==> config.mk <==
export PLATFORM = sky130hd
export DESIGN_NAME = pc_sequencer
export DESIGN_NICKNAME = d
export VERILOG_FILES = /design/src/rtl/pc_sequencer.sv
export SDC_FILE = /design/constraint.sdc
export NUM_CORES = 1
export LEC_CHECK = 0
export CORE_ASPECT_RATIO = 1.25
export CORE_UTILIZATION = 46
export CTS_CLUSTER_DIAMETER = 30
export DETAILED_ROUTE_END_ITERATION = 16
export GPL_TIMING_DRIVEN = 0
export PLACE_DENSITY = 0.81
export SLEW_MARGIN = 10
export SYNTH_ARGS = -nofsm -noshare
export SYNTH_HDL_FRONTEND = slang
export SYNTH_SLANG_ARGS = --single-unit
==> constraint.sdc <==
create_clock -name clk -period 3.15 [get_ports clk]
set_clock_uncertainty 0.05 [all_clocks]
set_input_delay 0.63 -clock clk [delete_from_list [all_inputs] [get_ports clk]]
set_output_delay 0.63 -clock clk [all_outputs]
set_load 0.01 [all_outputs]
==> src/rtl/pc_sequencer.sv <==
// pc_sequencer: next-PC controller for the 16-bit-instruction fetch path.
//
// Owns the program counter and picks, each cycle, between sequential fetch
// (+PC_INC), a taken branch, a return-from-interrupt, a stall hold, or
// interrupt entry. Interrupt entry is a small FSM that saves the interrupted
// PC, then fetches the 32-bit handler address from instruction memory as two
// halfwords (low at IRQ_VEC_ADDR, high at IRQ_VEC_ADDR+2) and jumps there.
//
// Optional build macro: PC_ALIGN_CHECK_EN
//   defined   - branch/return/handler targets with bit0=1 are loaded with
//               bit0 cleared and align_fault pulses with that pc update.
//   undefined - targets load unmodified, align_fault is constant 0.
//
// Ports:
//   clk, reset        clock (rising edge), synchronous active-high reset
//   stall             hold PC / hold FSM state
//   branch_taken      redirect to branch_target (RUN only)
//   ret_valid         redirect to ret_addr (RUN only)
//   irq               level-sensitive interrupt request
//   mem_data          instruction memory data at address pc (same cycle)
//   pc                registered fetch address
//   flush             registered one-cycle pulse on every redirect
//   save_pc           interrupted PC, qualified by save_pc_valid pulse
//   irq_ack           one-cycle pulse when the handler address is loaded
//   in_irq_entry      high while interrupt entry is in progress
//   align_fault       one-cycle pulse on a misaligned target (option only)
module pc_sequencer #(
  parameter logic [31:0] RESET_ADDR   = 32'd30,
  parameter logic [31:0] IRQ_VEC_ADDR = 32'd0,
  parameter logic [31:0] PC_INC       = 32'd2
) (
  input  logic        clk,
  input  logic        reset,
  input  logic        stall,
  input  logic        branch_taken,
  input  logic [31:0] branch_target,
  input  logic        ret_valid,
  input  logic [31:0] ret_addr,
  input  logic        irq,
  input  logic [15:0] mem_data,
  output logic [31:0] pc,
  output logic        flush,
  output logic [31:0] save_pc,
  output logic        save_pc_valid,
  output logic        irq_ack,
  output logic        in_irq_entry,
  output logic        align_fault
);

  typedef enum logic [1:0] {
    RUN        = 2'd0,
    IRQ_SAVE   = 2'd1,
    IRQ_VEC_LO = 2'd2,
    IRQ_VEC_HI = 2'd3
  } seqState_t;

  seqState_t   stateReg, stateNext;
  logic [31:0] pcReg, pcNext;
  logic [31:0] savePcReg, savePcNext;
  logic [15:0] vecLoReg, vecLoNext;
  logic        irqPendReg, irqPendNext;
  logic        flushReg, flushNext;
  logic        savePcValidReg, savePcValidNext;
  logic        irqAckReg, irqAckNext;
  logic        alignFaultReg, alignFaultNext;
  logic [32:0] loaded;

  // Returns {fault, address} for a target about to be loaded into pc.
  function automatic logic [32:0] alignTarget(input logic [31:0] addr);
`ifdef PC_ALIGN_CHECK_EN
    return {addr[0], addr[31:1], 1'b0};
`else
    return {1'b0, addr};
`endif
  endfunction

  // State, PC and pulse registers; reset dominates everything.
  always_ff @(posedge clk) begin
    if (reset) begin
      stateReg       <= RUN;
      pcReg          <= RESET_ADDR;
      savePcReg      <= 32'd0;
      vecLoReg       <= 16'd0;
      irqPendReg     <= 1'b0;
      flushReg       <= 1'b0;
      savePcValidReg <= 1'b0;
      irqAckReg      <= 1'b0;
      alignFaultReg  <= 1'b0;
    end else begin
      stateReg       <= stateNext;
      pcReg          <= pcNext;
      savePcReg      <= savePcNext;
      vecLoReg       <= vecLoNext;
      irqPendReg     <= irqPendNext;
      flushReg       <= flushNext;
      savePcValidReg <= savePcValidNext;
      irqAckReg      <= irqAckNext;
      alignFaultReg  <= alignFaultNext;
    end
  end

  // Next-state and next-PC selection; pulses default low every cycle.
  always_comb begin
    stateNext       = stateReg;
    pcNext          = pcReg;
    savePcNext      = savePcReg;
    vecLoNext       = vecLoReg;
    flushNext       = 1'b0;
    savePcValidNext = 1'b0;
    irqAckNext      = 1'b0;
    alignFaultNext  = 1'b0;
    loaded          = 33'd0;
    case (stateReg)
      RUN: begin
        // Redirects win even under stall: the stalled fetch is discarded.
        if (branch_taken) begin
          loaded         = alignTarget(branch_target);
          pcNext         = loaded[31:0];
          alignFaultNext = loaded[32];
          flushNext      = 1'b1;
        end else if (ret_valid) begin
          loaded         = alignTarget(ret_addr);
          pcNext         = loaded[31:0];
          alignFaultNext = loaded[32];
          flushNext      = 1'b1;
        end else if (irqPendReg && !stall) begin
          stateNext = IRQ_SAVE;
        end else if (stall) begin
          pcNext = pcReg;
        end else begin
          pcNext = pcReg + PC_INC;
        end
      end
      IRQ_SAVE: begin
        // Single cycle regardless of stall: the pipeline is being flushed.
        savePcNext      = pcReg;
        savePcValidNext = 1'b1;
        pcNext          = IRQ_VEC_ADDR;
        flushNext       = 1'b1;
        stateNext       = IRQ_VEC_LO;
      end
      IRQ_VEC_LO: begin
        if (stall) begin
          stateNext = IRQ_VEC_LO;
        end else begin
          vecLoNext = mem_data;
          pcNext    = IRQ_VEC_ADDR + 32'd2;
          stateNext = IRQ_VEC_HI;
        end
      end
      IRQ_VEC_HI: begin
        if (stall) begin
          stateNext = IRQ_VEC_HI;
        end else begin
          loaded         = alignTarget({mem_data, vecLoReg});
          pcNext         = loaded[31:0];
          alignFaultNext = loaded[32];
          irqAckNext     = 1'b1;
          stateNext      = RUN;
        end
      end
      default: begin
        stateNext = RUN;
      end
    endcase
    // Pending flag clears with the ack; a still-high irq re-arms it next cycle.
    if (irqAckNext) begin
      irqPendNext = 1'b0;
    end else if (irq) begin
      irqPendNext = 1'b1;
    end else begin
      irqPendNext = irqPendReg;
    end
  end

  assign pc            = pcReg;
  assign flush         = flushReg;
  assign save_pc       = savePcReg;
  assign save_pc_valid = savePcValidReg;
  assign irq_ack       = irqAckReg;
  assign in_irq_entry  = (stateReg != RUN);
  assign align_fault   = alignFaultReg;

endmodule

==> flow_summary.ini, run 1 <==
[status]
status = completed

[cells_and_area]
nNetsFinal = 883
seq_area_um2 = 1720
syn2layout_area_growth_pct = 42.4
multiInputGateArea_um2 = 2600
drive_gt1_share_pct = 3.50
final_cell_mix = clkdlybuf4s50_1 (150), nand2_1 (139), dfxtp_1 (86)
diodes = 0
mostFrequentLayoutCell = clkdlybuf4s50_1
fillerInstances = 838

[power]
pwr-share-clk_pct = 37.7
switchingPower_uw = 829
p_sw_share_pct = 29.0
internal_power_uw = 2030
power_frac_seq_pct = 42.2
power.density_nw_per_um2 = 436
p_leak_uw = 0.00218
combPwrFrac_pct = 20.1
vdd_drop_max_mv = 0.258

[logic_synthesis]
synth_top_area_share_pct = 37.4
yosys.area.top_type = dfxtp_1
synth-edff-count = 0
yosysSeqAreaShare_pct = 37.4
yosys_warnings = 0
async_flop_share_pct = 0
ys_ff_latch = 86
synth_area_leaders = dfxtp_1 (37%), nand2_1 (11%), a21oi_1 (7.9%), o21ai_0 (4.6%), clkbuf_1 (4.4%)
syn_area_um2 = 4600
synth_ff_type = dfxtp_1
syn_nets = 723
synth_cell_type_count = 60
avgSynthCellArea_um2 = 7.24
synthCells = 636

[timing]
period_needed_ps = 2870
rsz0062_at_grt = false
setup_slack_ps = 278
max_clock_freq_ghz = 0.348
setup_viol = 0
hold_viol = 0
layout_worst_path_cycle_share_pct = 91.2
finalSetupTns_ps = 0
max_slew_margin_pct = 19.0
worst_slew_pin_slew_ps = 1210
finalMaxSlewViolations = 0

[critical_path]
crit_path_max_incr_delay_ps = 550
crit_type = primary input to flop
start_kind = primary input
cp_max_fo = 10
cp.required_ps = 3340
cp_cell_sequence = clkdlybuf4s50_1 > nor3_1 > o22a_1 > clkbuf_1 > buf_1 > a21oi_1 > nor4_1
arrival_ps = 3060
crit_path_top_delay_cell = buf_1
cp-end-kind = flop

[flow_run]
max_cap_viol_count = 0

[worst_hold_path]
holdCritPathClass = flop to flop

[die]
die-area_um2 = 10400
fp.dieW_um = 91.5
fp.coreArea_um2 = 9660
rows = 40
io_pins = 155
start_util_pct = 47.6
die_h_um = 114

[drt]
wl_per_cell_um = 20.1
via_count = 5652
ant_nets = 0
drcViolationCount = 0
via_per_inst = 6.10
drt_iter0_markers = 565
routed_wl_mm = 18.7
firstDrtPassIters = 6

[placed_design]
place.gp.congestion = 0.980
hpwl_mm = 14.1
io_buffers = 150
dp_slack_ps = -47.0

[cts]
cts_setup_buffers = 0
cts.hold.buffers_added = 0
cts_buffers = 9
clockBufferDepth = 2
clk_latency_ps = 350
h-tree-depth = 3
clk_pin_slew_worst_paths_ps = 60
cts_resized = 0
cts_sinks = 86
clockRootBuffer = clkbuf_16
tritoncts = done

[global_routing]
grt_pass1_vias = 5373
grt_antenna_before_repair = 0
grt_max_degree = 20
grt_first_pass_wirelength_mm = 28.8
gr-usage-all-layers_pct = 36.2
overflow = 0
[layout make-up]
class | count | share of cell area, %
plain buffers | 61 | 3.68
clock buffers | 9 | 3.44
clock inverters | 7 | 1.11
inverters | 10 | 0.573
multi-input cells | 478 | 39.6
flip-flops and latches | 86 | 26.3
well taps | 126 | 2.41
repair buffers | 150 | 22.9
[sequential cells by signal, summed over array words and instances (netlist names)]
signal         count
pc                32
save_pc           32
vecLoReg          16
stateReg           2
flush              1
irqPendReg         1
irq_ack            1
save_pc_valid      1
[synth_stat cells, types with 3 or more instances]
cell type	n
nand2b_1	4
nor2_1	28
o21bai_1	5
o211ai_1	6
dfxtp_1	86
and3_1	10
inv_1	9
nand4_1	11
a31oi_1	5
nor2b_1	4
or3_1	5
a221oi_1	7
or4_1	3
clkbuf_1	54
nor4_1	5
nand3_1	20
mux2i_1	8
buf_1	5
o21ai_0	42
a22oi_1	18
a41oi_1	3
and2_1	7
a21oi_1	73
a211oi_1	3
nand2_1	139
o22ai_1	6
xor2_1	3
nor3_1	20
o32ai_1	4
[power groups by stage]
stage                     sequential [µW]  combinational, µW  clock (µW)
after floorplan                      1230                239           0
after global placement               1230                552           0
after detailed placement             1230                560           0
after CTS                            1200                562        1070
after global routing                 1210                607        1130
final                                1210                574        1080
[per-layer routing]
metal | vias up | GRT usage, % | part of all wire, %
li1 | 2595 | - | -
met1 | 2605 | 43.5 | 38
met2 | 386 | 61.6 | 49
met3 | 66 | 6.73 | 9.4
met4 | 0 | 18.6 | 4.1
met5 | - | 0 | 0
[metrics by stage]
step | cell area [µm²] | hold WS (ps) | utilization, % | std cells | total power (µW)
after detailed placement | 6260 | 396 | 64.8 | 912 | 1790
after floorplan | 4600 | 382 | - | 636 | 1470
final | 6560 | 401 | 67.9 | 927 | 2860
after global routing | 6560 | 421 | 67.9 | 927 | 2950
after global placement | 6260 | 391 | 64.8 | 912 | 1780
after CTS | 6560 | 405 | 67.9 | 927 | 2840
[path summary, 6_finish.rpt]
check	from	to	slack, ps	cells after the start
worst min-delay path	save_pc[6]$_SDFFE_PP0P_	save_pc[6]$_SDFFE_PP0P_	400	2
worst max-delay path	branch_taken	pc[20]$_SDFFE_PP0P_	280	7
worst min register to register	save_pc[6]$_SDFFE_PP0P_	save_pc[6]$_SDFFE_PP0P_	400	2
worst max register to register	stateReg[0]$_SDFFE_PP0P_	pc[26]$_SDFFE_PP0P_	390	7
[worst max-delay path: cells and delay by family]
family,cells,cell delay [ps]
buf+inv,3,1420
simple gates,2,620
compound gates,2,380
[cell families (layout without fill, tap and decap cells)]
| group | count (synthesis) | after routing | synth area share [%] |
|---|---|---|---|
| compound gates | 196 | 196 | 26.4 |
| other cells | 1 | 1 | 0.0815 |
| fa+ha+maj | 1 | 1 | 0.272 |
| simple gates | 267 | 267 | 27.0 |
| buf+inv | 72 | 237 | 6.14 |
| flops | 86 | 86 | 37.4 |
| mux | 8 | 8 | 1.74 |
| xor+xnor | 5 | 5 | 0.952 |
Note: power is estimated with default switching activity, not from simulation.
==> run 2: changes to the inputs <==
- CAP_MARGIN: default -> 20
- CTS_CLUSTER_SIZE: default -> 16
==> run 2 against run 1 <==
  * Non-clock buffer count is 1 higher
  * Register-to-register slack hardly changed
  * Hold slack hardly changed
  * Cell area hardly changed
  * Routed wire length is 0.16% lower
  * Critical path depth stayed put
  * Worst setup slack worse by 11 ps
  * Sequential share of layout area hardly changed
  * Count of clock-buffer cells in the layout stayed put
  * Total power hardly changed
  * Cell count is 0.11% higher
==> flow_summary.ini, run 2 (synthesis results as in run 1) <==
[cts]
cts_resized = 0
cts_sinks = 86
clk_pin_slew_worst_paths_ps = 60
clockRootBuffer = clkbuf_16
cts_buffers = 9
clockBufferDepth = 2
clk_latency_ps = 350
tritoncts = done
cts.hold.buffers_added = 0
h-tree-depth = 3
cts_setup_buffers = 0

[timing]
worst_slew_pin_slew_ps = 932
rsz0062_at_grt = false
layout_worst_path_cycle_share_pct = 91.5
hold_viol = 0
max_slew_margin_pct = 37.3
setup_slack_ps = 268
setup_viol = 0
finalMaxSlewViolations = 0
finalSetupTns_ps = 0
period_needed_ps = 2880
max_clock_freq_ghz = 0.347

[status]
status = completed

[placed_design]
io_buffers = 150
hpwl_mm = 14.1
dp.cells = 912
dp_slack_ps = -47.0
dpl_cell_area_um2 = 6260
place.gp.congestion = 0.980

[critical_path]
startpoint = branch_taken
regToRegSetupSlack_ps = 380
reg2reg_from = pc[9]$_SDFFE_PP0P_
cp_max_fo = 10
crit_type = primary input to flop
cp-endpoint = pc[20]$_SDFFE_PP0P_
arrival_ps = 3070
start_kind = primary input
rr_worst_depth = 7
cp.required_ps = 3330
r2r-end = pc[28]$_SDFFE_PP0P_
cp-end-kind = flop

[global_routing]
grt_use_met3_pct = 6.73
grt_pass1_vias = 5373
grt_first_pass_wirelength_mm = 28.8
grt_max_degree = 20
use_met1_pct = 43.5
gr-usage-all-layers_pct = 36.2
top_usage_layer = met2
grtUsageMet2_pct = 61.6
overflow = 0
grt_antenna_before_repair = 0

[worst_hold_path]
min_delay_path_depth = 2
holdCritPathClass = flop to flop
min_from = save_pc[6]$_SDFFE_PP0P_

[cells_and_area]
diodes = 0
final_area_um2 = 6560
nNetsFinal = 884
final_cell_mix = clkdlybuf4s50_1 (150), nand2_1 (139), dfxtp_1 (86)
fin_cells = 928
syn2layout_area_growth_pct = 42.6
drive_gt1_share_pct = 3.62
mostFrequentLayoutCell = clkdlybuf4s50_1

[power]
p_leak_uw = 0.00219
vdd_drop_max_mv = 0.261
power.density_nw_per_um2 = 436

[die]
fp.dieW_um = 91.5
rows = 40
fp.coreArea_um2 = 9660
die-area_um2 = 10400
start_util_pct = 47.6
die_h_um = 114
io_pins = 155

[flow_run]
max_cap_viol_count = 0

[drt]
via_per_inst = 6.07
drt_iter0_markers = 578
drcViolationCount = 0
via_count = 5633
wl_per_cell_um = 20.1
firstDrtPassIters = 5
routed_wl_mm = 18.6
ant_nets = 0
-- run 2: worst min-delay path by stage --
stage | to
CTS | save_pc[11]$_SDFFE_PP0P_
global route | save_pc[2]$_SDFFE_PP0P_
floorplan | vecLoReg[13]$_SDFFE_PP0P_
global placement | vecLoReg[13]$_SDFFE_PP0P_
detailed placement | save_pc[11]$_SDFFE_PP0P_
finish | save_pc[6]$_SDFFE_PP0P_
-- run 2: layout make-up --
type	instances	area, µm²
multi-input combinational	478	2600
sequential	86	1720
clock inverter	7	72.6
tap	126	158
buffer	61	241
inverter	10	37.5
timing repair buffer	151	1510
clock buffer	9	225
fill	837	3100
-- run 2: power by group --
group	total (µW)	internal [µW]	switching (µW)	leakage, µW
clock	1080	617	459	0.000142
sequential	1210	1130	72.8	0.000701
combinational	574	276	298	0.00134
-- run 2: through the flow --
step	total power [µW]	util, %	hold slack (ps)
CTS	2840	67.9	405
floorplan	1470	-	382
finish	2860	67.9	401
global placement	1780	64.8	391
global route	2950	67.9	421
detailed placement	1790	64.8	396
-- run 2: layer usage --
layer | wire, µm | share of wire (%)
met1 | 6910 | 37
met2 | 9080 | 49
met3 | 1840 | 9.9
met4 | 811 | 4.3
met5 | 0 | 0
-- run 2: worst max-delay path, stage by stage --
cell,delay [ps]
clkdlybuf4s50_1,450
nor3_1,270
o22a_1,300
clkbuf_1,410
buf_1,550
a21oi_1,90
nor4_1,350
